===== src/rtl/mem_arb_pkg.sv =====
// mem_arb_pkg: shared state encoding, port indices and round-robin helper for mem_port_arbiter
package mem_arb_pkg;
  localparam int NUM_PORTS = 3;
  localparam int PORT_IC = 0;
  localparam int PORT_DC = 1;
  localparam int PORT_SB = 2;
  typedef enum logic [1:0] {ST_IDLE, ST_ACCESS, ST_RESP} state_t;
  function automatic logic [1:0] next_ptr(input logic [NUM_PORTS-1:0] g);
    return g[PORT_IC] ? 2'd1 : g[PORT_DC] ? 2'd2 : 2'd0;
  endfunction
endpackage


===== src/rtl/mem_port_arbiter_rr_picker.sv =====
// rr_picker: combinational round-robin pick among three requesters starting at rr_ptr_i
module rr_picker
  import mem_arb_pkg::*;
(
  input  logic [NUM_PORTS-1:0] req_i,
  input  logic [1:0]           rr_ptr_i,
  output logic [NUM_PORTS-1:0] winner_o,
  output logic                 any_o
);
  logic [NUM_PORTS-1:0] rot, pick;
  // rotate so bit 0 is the highest-priority port, fixed-priority pick, then rotate back
  always_comb begin
    rot      = rr_ptr_i == 2'd1 ? {req_i[0], req_i[2], req_i[1]} :
               rr_ptr_i == 2'd2 ? {req_i[1], req_i[0], req_i[2]} : req_i;
    pick     = rot[0] ? 3'b001 : rot[1] ? 3'b010 : rot[2] ? 3'b100 : 3'b000;
    winner_o = rr_ptr_i == 2'd1 ? {pick[1], pick[0], pick[2]} :
               rr_ptr_i == 2'd2 ? {pick[0], pick[2], pick[1]} : pick;
    any_o    = |req_i;
  end
endmodule


===== src/rtl/mem_port_arbiter.sv =====
// mem_port_arbiter: round-robin share of one memory port by IC/DC/SB; MEM_ARB_STATS_EN adds stat counters
module mem_port_arbiter
  import mem_arb_pkg::*;
#(
  parameter int MEM_LATENCY = 4,
  parameter int ADDR_W      = 32,
  parameter int DATA_W      = 32
) (
  input  logic                 clk,
  input  logic                 reset,
  input  logic [NUM_PORTS-1:0] req,
  input  logic [ADDR_W-1:0]    addr0,
  input  logic [ADDR_W-1:0]    addr1,
  input  logic [ADDR_W-1:0]    addr2,
  input  logic [DATA_W-1:0]    wdata2,
  output logic [NUM_PORTS-1:0] grant,
  output logic [NUM_PORTS-1:0] done,
  output logic [DATA_W-1:0]    rdata,
  output logic                 mem_req,
  output logic                 mem_we,
  output logic [ADDR_W-1:0]    mem_addr,
  output logic [DATA_W-1:0]    mem_wdata,
  input  logic [DATA_W-1:0]    mem_rdata,
  output logic                 busy
`ifdef MEM_ARB_STATS_EN
  ,
  output logic [31:0]          stat_grants0,
  output logic [31:0]          stat_grants1,
  output logic [31:0]          stat_grants2,
  output logic [31:0]          stat_wait
`endif
);
  localparam int CW = $clog2(MEM_LATENCY + 1);
  state_t               state_q, state_d;
  logic [1:0]           rr_q, rr_d;
  logic [NUM_PORTS-1:0] grant_q, grant_d, done_q, done_d, win;
  logic                 any;
  logic [CW-1:0]        cnt_q, cnt_d;
  logic                 mreq_q, mreq_d, we_q, we_d;
  logic [ADDR_W-1:0]    addr_q, addr_d;
  logic [DATA_W-1:0]    wdata_q, wdata_d, rdata_q, rdata_d;

  rr_picker u_pick (.req_i(req), .rr_ptr_i(rr_q), .winner_o(win), .any_o(any));

  always_ff @(posedge clk or negedge reset) begin
    if (!reset) state_q <= ST_IDLE;
    else        state_q <= state_d;
  end

  always_comb begin
    state_d = state_q == ST_IDLE   ? (any ? ST_ACCESS : ST_IDLE) :
              state_q == ST_ACCESS ? (cnt_q == '0 ? ST_RESP : ST_ACCESS) : ST_IDLE;
  end

  always_comb begin
    grant_d = grant_q;
    done_d  = '0;
    rr_d    = rr_q;
    cnt_d   = cnt_q;
    mreq_d  = mreq_q;
    we_d    = we_q;
    addr_d  = addr_q;
    wdata_d = wdata_q;
    rdata_d = rdata_q;
    unique case (state_q)
      ST_IDLE: if (any) begin
        grant_d = win;
        addr_d  = win[PORT_IC] ? addr0 : win[PORT_DC] ? addr1 : addr2;
        we_d    = win[PORT_SB];
        wdata_d = wdata2;
        cnt_d   = CW'(MEM_LATENCY - 1);
        mreq_d  = 1'b1;
      end
      ST_ACCESS: begin
        cnt_d = cnt_q == '0 ? cnt_q : cnt_q - CW'(1);
        if (cnt_q == '0) begin
          mreq_d  = 1'b0;
          we_d    = 1'b0;
          rdata_d = we_q ? rdata_q : mem_rdata;
        end
      end
      ST_RESP: begin
        done_d  = grant_q;
        grant_d = '0;
        rr_d    = next_ptr(grant_q);
      end
      default: ;
    endcase
  end

  always_ff @(posedge clk or negedge reset) begin
    if (!reset) begin
      grant_q <= '0;
      done_q  <= '0;
      rr_q    <= '0;
      cnt_q   <= '0;
      mreq_q  <= 1'b0;
      we_q    <= 1'b0;
      addr_q  <= '0;
      wdata_q <= '0;
      rdata_q <= '0;
    end else begin
      grant_q <= grant_d;
      done_q  <= done_d;
      rr_q    <= rr_d;
      cnt_q   <= cnt_d;
      mreq_q  <= mreq_d;
      we_q    <= we_d;
      addr_q  <= addr_d;
      wdata_q <= wdata_d;
      rdata_q <= rdata_d;
    end
  end

  assign grant     = grant_q;
  assign done      = done_q;
  assign rdata     = rdata_q;
  assign mem_req   = mreq_q;
  assign mem_we    = we_q;
  assign mem_addr  = addr_q;
  assign mem_wdata = wdata_q;
  assign busy      = state_q != ST_IDLE;

`ifdef MEM_ARB_STATS_EN
  logic [31:0] sg_q [NUM_PORTS];
  logic [31:0] sw_q;
  // saturating counters: completions per port, and cycles with any un-granted request
  always_ff @(posedge clk or negedge reset) begin
    if (!reset) begin
      for (int i = 0; i < NUM_PORTS; i++) sg_q[i] <= '0;
      sw_q <= '0;
    end else begin
      for (int i = 0; i < NUM_PORTS; i++)
        if (state_q == ST_RESP && grant_q[i] && !(&sg_q[i])) sg_q[i] <= sg_q[i] + 32'd1;
      if (|(req & ~grant_q) && !(&sw_q)) sw_q <= sw_q + 32'd1;
    end
  end
  assign stat_grants0 = sg_q[PORT_IC];
  assign stat_grants1 = sg_q[PORT_DC];
  assign stat_grants2 = sg_q[PORT_SB];
  assign stat_wait    = sw_q;
`endif
endmodule


===== config.mk =====
export PLATFORM = sky130hd
export DESIGN_NAME = mem_port_arbiter
export DESIGN_NICKNAME = d
export VERILOG_FILES = /design/src/rtl/mem_arb_pkg.sv /design/src/rtl/mem_port_arbiter_rr_picker.sv /design/src/rtl/mem_port_arbiter.sv
export SDC_FILE = /design/constraint.sdc
export NUM_CORES = 1
export LEC_CHECK = 0
export CORE_MARGIN = 3
export CORE_UTILIZATION = 43
export DETAILED_ROUTE_END_ITERATION = 12
export GPL_ROUTABILITY_DRIVEN = 0
export MAX_ROUTING_LAYER = met4
export PLACE_DENSITY_LB_ADDON = 0.1
export SYNTH_ARGS = -nofsm -noshare
export SYNTH_HDL_FRONTEND = slang
export SYNTH_SLANG_ARGS = --single-unit

===== constraint.sdc =====
create_clock -name clk -period 4.94 [get_ports clk]
set_input_delay 1.482 -clock clk [delete_from_list [all_inputs] [get_ports clk]]
set_output_delay 1.482 -clock clk [all_outputs]
set_load 0.02 [all_outputs]

Yosys cells after proc, flatten, opt, wreduce, memory -nomap -nowiden:

Index checks and enable logic that the tools add are counted.

* add/sub/neg operators: 1
* bitwise gates (word level): 1
* reduce and logical (&&, ||, !) cells: 11
* mux-type cells: 26
* eq/ne operators: 7

Operators with widths (number)
* 2-to-1 mux 32 bit: 2
* 2-to-1 mux 3 bit: 11
* case mux 3 bit (2 select lines): 2
* 2-to-1 mux 2 bit: 5
* AND reduction 3 bit: 3
* nonzero test 2 bit: 3
* == test 2 x 1 -> 1 bit (second input constant): 2
* == test 2 bit (second input constant): 2
* 2-to-1 mux 1 bit: 4
* inequality test 2 bit (second input constant): 2
* case mux 1 bit (2 select lines): 2
* AND reduction 2 bit: 2
* zero test 3 bit: 1
* OR reduction 3 bit: 1
* subtractor 3 x 1 -> 3 bit (second input constant): 1
* zero test 2 bit: 1
* inequality test 2 x 1 -> 1 bit (second input constant): 1
* NOT 1 bit: 1

* word-level logic and storage cells: 56
* output and inout port bits: 105
* input bits: 165
* flip-flop bits (word level): 111

Longest topological paths before layout:

* depth after elaboration: 10
* gate-level depth with buffers: 7

Modules after synthesis:

From an unflattened synthesis, not the netlist that was laid out.

* cell total of the unflattened synthesis: 493
* area total of the unflattened synthesis: 4998.5 sq um

By module, submodules not included
* mem_port_arbiter: area each 4922.2 sq um, cells an instance 481, times used 1
* rr_picker: area each 76.3 sq um, cells an instance 12, times used 1

Least setup slack after synthesis:

No wires, ideal clock.

* path kind: input port to flip-flop
* from: in req[0]
* to: reg addr_q[13], in the netlist mem_addr[13]
* setup slack: 2.459 ns
* data arrival time: 2.400 ns
* stages: 6
* cell sequence: buf_4 a21oi_1 o211ai_2 clkbuf_1 nand2_1 a31oi_1

* word-level cells in the longest chain between the ends: 8
* elaborated cells between the ends (all ways): 11
* classes of those cells: 9 x mux; 2 x reduce/logical

RTL lines
* start, declared: RTL line mem_port_arbiter.sv:11 `input logic [NUM_PORTS-1:0] req,`
* 2-to-1 mux 3 bit, on equally long branches: RTL line mem_port_arbiter_rr_picker.sv:14, mem_port_arbiter_rr_picker.sv:13
* 2-to-1 mux 3 bit, on equally long branches: RTL line mem_port_arbiter_rr_picker.sv:13, mem_port_arbiter_rr_picker.sv:15
* 2-to-1 mux 3 bit (2 in a row): RTL line mem_port_arbiter_rr_picker.sv:15 `pick = rot[0] ? 3'b001 : rot[1] ? 3'b010 : rot[2] ? 3'b100 : 3'b000;`
* 2-to-1 mux 3 bit: RTL line mem_port_arbiter_rr_picker.sv:17 `rr_ptr_i == 2'd2 ? {pick[0], pick[2], pick[1]} : pick;`
* 2-to-1 mux 3 bit: RTL line mem_port_arbiter_rr_picker.sv:16 `winner_o = rr_ptr_i == 2'd1 ? {pick[1], pick[0], pick[2]} :`
* 2-to-1 mux 32 bit (2 in a row): RTL line mem_port_arbiter.sv:68 `addr_d = win[PORT_IC] ? addr0 : win[PORT_DC] ? addr1 : addr2;`
* end signal, assigned: RTL line mem_port_arbiter.sv:109 `addr_q <= addr_d;`
* end, declared: RTL line mem_port_arbiter.sv:40 `logic [ADDR_W-1:0] addr_q, addr_d;`

Parallel ways exist; a longest one is shown, timed or not.
A chain may end at the register's enable or synchronous reset.

Worst setup path in the final report:

* from: in req[0]
* to: reg addr_q[16], in the netlist mem_addr[16]

Same word-level chain as after synthesis.

==> impl_metrics.py <==
metrics = {
    "status": {
        "status": "completed",
    },
    "critical_path": {
        "path_depth": 6,
        "crit_chain": "clkdlybuf4s50_1 -> a21oi_1 -> o211ai_2 -> buf_4 -> nand2_1 -> a31oi_1",
        "crit_buf_inv": 2,
        "crit_path_start_kind": "input pin",
        "path_max_fanout": 18,
        "critPathCaptureType": "flop",
        "critPathCapture": "mem_addr[16]",
        "worstRegToRegCells": 4,
        "path_class": "in2reg",
        "critPathMaxStageDelay_ns": 0.84,
        "cp.arrival_ns": 3.69,
        "rr_endpoint": "mem_addr[16]",
        "crit_slowest_cell": "clkdlybuf4s50_1",
        "critPathTopFamily": "buffers and inverters",
        "ff2ff_setup_slack_ns": 2.40,
        "crit_start": "req[0]",
        "worstPathRequired_ns": 5.20,
        "r2r_start": "rr_q[1]",
    },
    "final_layout": {
        "post-route-util_pct": 71.09,
        "n_antenna_cell": 0,
        "seqCellArea_mm2": 0.002778,
        "drive_above_1_share_pct": 7.967,
        "area.growth.synth_to_final_pct": 57.48,
        "design_area_mm2": 0.008361,
        "multi_input_area_mm2": 0.002178,
        "nets": 1003,
        "fillers": 898,
    },
    "drt": {
        "ant_nets": 0,
        "dr.pass1.iters": 6,
        "drc": 0,
        "via_per_inst": 5.162,
        "wl_per_cell_um": 16.49,
        "vias": 5188,
        "drt_wl_total_mm": 16.57,
        "first_iter_violations": 314,
    },
    "timing": {
        "worst_slew_pin_slew_ns": 1.241,
        "fin_tns_setup_ns": 0,
        "post-route-worst-setup-slack_ns": 1.502,
        "setup_viol": 0,
        "maxSlewViolCount": 0,
        "fin_crit_sh_pct": 69.60,
        "relSlewSlack_pct": 17.26,
        "skew_ns": 0.007384,
        "fmax_mhz": 290.8,
        "finalCriticalPeriod_ns": 3.438,
        "hold_violations": 0,
        "rsz0062_at_grt": "no",
    },
    "grt": {
        "grt_pass1_wl_mm": 25.68,
        "antenna_found_initial": 0,
        "gr-total-overflow": 0,
        "grt_pass1_vias": 5127,
        "track_usage_pct": 24.46,
        "top_usage_layer": "met2",
        "grt_max_degree": 89,
        "grtUsageMet3_pct": 3.599,
        "met2_usage_pct": 42.78,
        "use_met1_pct": 29.10,
    },
    "clocking": {
        "ctsResizeCount": 0,
        "clock_latency_ns": 0.34,
        "clk_pin_slew_ns": 0.07,
        "htreeDepth": 3,
        "clkSinkCount": 111,
        "post_cts_buffers": 0,
        "postCtsHoldBufs": 0,
        "cts_tree": "done",
        "cts_buffers": 9,
        "root_buffer": "clkbuf_16",
        "clock_path_buffers": 2,
    },
    "placement": {
        "port_buffers": 269,
        "post-dp-hpwl_mm": 12.11,
        "placed_area_mm2": 0.008045,
        "post-place-ws_ns": 1.134,
    },
    "synth": {
        "yosys.area.top_type": "dfrtp_1",
        "syn-cell-area_mm2": 0.005309,
        "synth_top_area_share_pct": 52.32,
        "post-synth-top-count-cell": "nand2_1",
        "seq_area_frac_synth_pct": 52.32,
        "synth_flop_cell": "dfrtp_1",
        "synthTopCellsByArea": "dfrtp_1, nand2_1, mux2_2, a21oi_1, a31oi_1",
        "ys_types": 30,
        "synth_cells": 593,
        "yosysWarnings": 0,
        "synthArstFlopShare_pct": 100.0,
        "yosys_register_bits": 111,
        "postSynthAreaPerCell_um2": 8.953,
        "synth-edff-count": 0,
        "synth_common_cells": "nand2_1, dfrtp_1, a21oi_1",
        "syn-num-nets": 760,
    },
    "floorplan": {
        "pin_count": 270,
        "std_cell_rows": 39,
        "die_w_um": 117.1,
        "core-area_mm2": 0.01176,
        "die_area_mm2": 0.01372,
        "die_h_um": 117.1,
        "start_util_pct": 45.14,
    },
    "pwr": {
        "p_per_area_mw_per_mm2": 601.4,
        "power_leakage_nw": 3.678,
        "p_total_mw": 5.028,
        "ir_drop_mv": 0.2600,
    },
    "hold_path": {
        "hold_depth": 2,
        "hp-class": "reg2reg",
    },
    "flow_run": {
        "cap_violations": 0,
    },
}
## registers in the layout, indices dropped and copies added, names as in the netlist
register   count
mem_we         1
mem_wdata     32
grant          3
mem_addr      32
rdata         32
mem_req        1
done           3
cnt_q          3
rr_q           2
state_q        2
## worst min-delay path, stage by stage (launching register included)
cell     delay [ns]
dfrtp_1        0.35
nand2_1        0.05
nand2_1        0.05
## placed cells by master, fill, tap and decap left out, types with 9 or more instances in the layout
cell type        instances
a31oi_1                 32
clkdlybuf4s50_1        267
a21oi_1                 66
inv_1                   37
nand2_1                137
o22ai_1                 32
buf_4                    9
nor2_1                  33
dfrtp_1                111
o21ai_1                 30
clkbuf_16                9
mux2_2                  33
## power breakdown
part | internal, mW | total, mW | switching (mW)
Clock | 0.426 | 0.765 | 0.338
Combinational | 1.26 | 2.67 | 1.41
Sequential | 1.35 | 1.59 | 0.245
Total | 3.04 | 5.03 | 1.99
## how the worst min path moves through the flow
stage	startpoint	to	slack (ns)
4_1_cts	mem_wdata[11]	mem_wdata[11]	0.49
3_3_place_gp	mem_wdata[10]	mem_wdata[10]	0.46
6_report	mem_wdata[13]	mem_wdata[13]	0.48
3_5_place_dp	mem_wdata[11]	mem_wdata[11]	0.47
5_1_grt	mem_wdata[19]	mem_wdata[19]	0.50
2_1_floorplan	cnt_q[1]	cnt_q[1]	0.48
## per-layer routing
layer	share of wire, %	up-vias
met3	6.3	26
met5	0	-
li1	-	2497
met4	2.2	0
met1	39	2454
met2	52	211
## layout make-up
type	instances	area share (%)
Multi-Input combinational cell	400	26.06
Tap cell	164	2.454
Clock inverter	5	0.7483
Inverter	37	1.661
Sequential cell	111	33.22
Clock buffer	11	3.023
Timing Repair Buffer	277	32.83
## metrics by stage
step                instances  hold slack [ns]
floorplan                 593           0.4790
global placement          989           0.4575
detailed placement        989           0.4692
CTS                      1005           0.4854
global route             1005           0.5017
finish                   1005           0.4782
## logic make-up after synthesis
kind of cell | synth area share (%)
buffers and inverters | 6.835
AOI/OAI and AO/OA | 18.57
DFF | 52.32
adders and majority gates | 0.4713
muxes | 7.000
and+or+nand+nor | 14.64
xor gates and xnor gates | 0.1650
No activity file was read; power rests on OpenSTA's default activity.
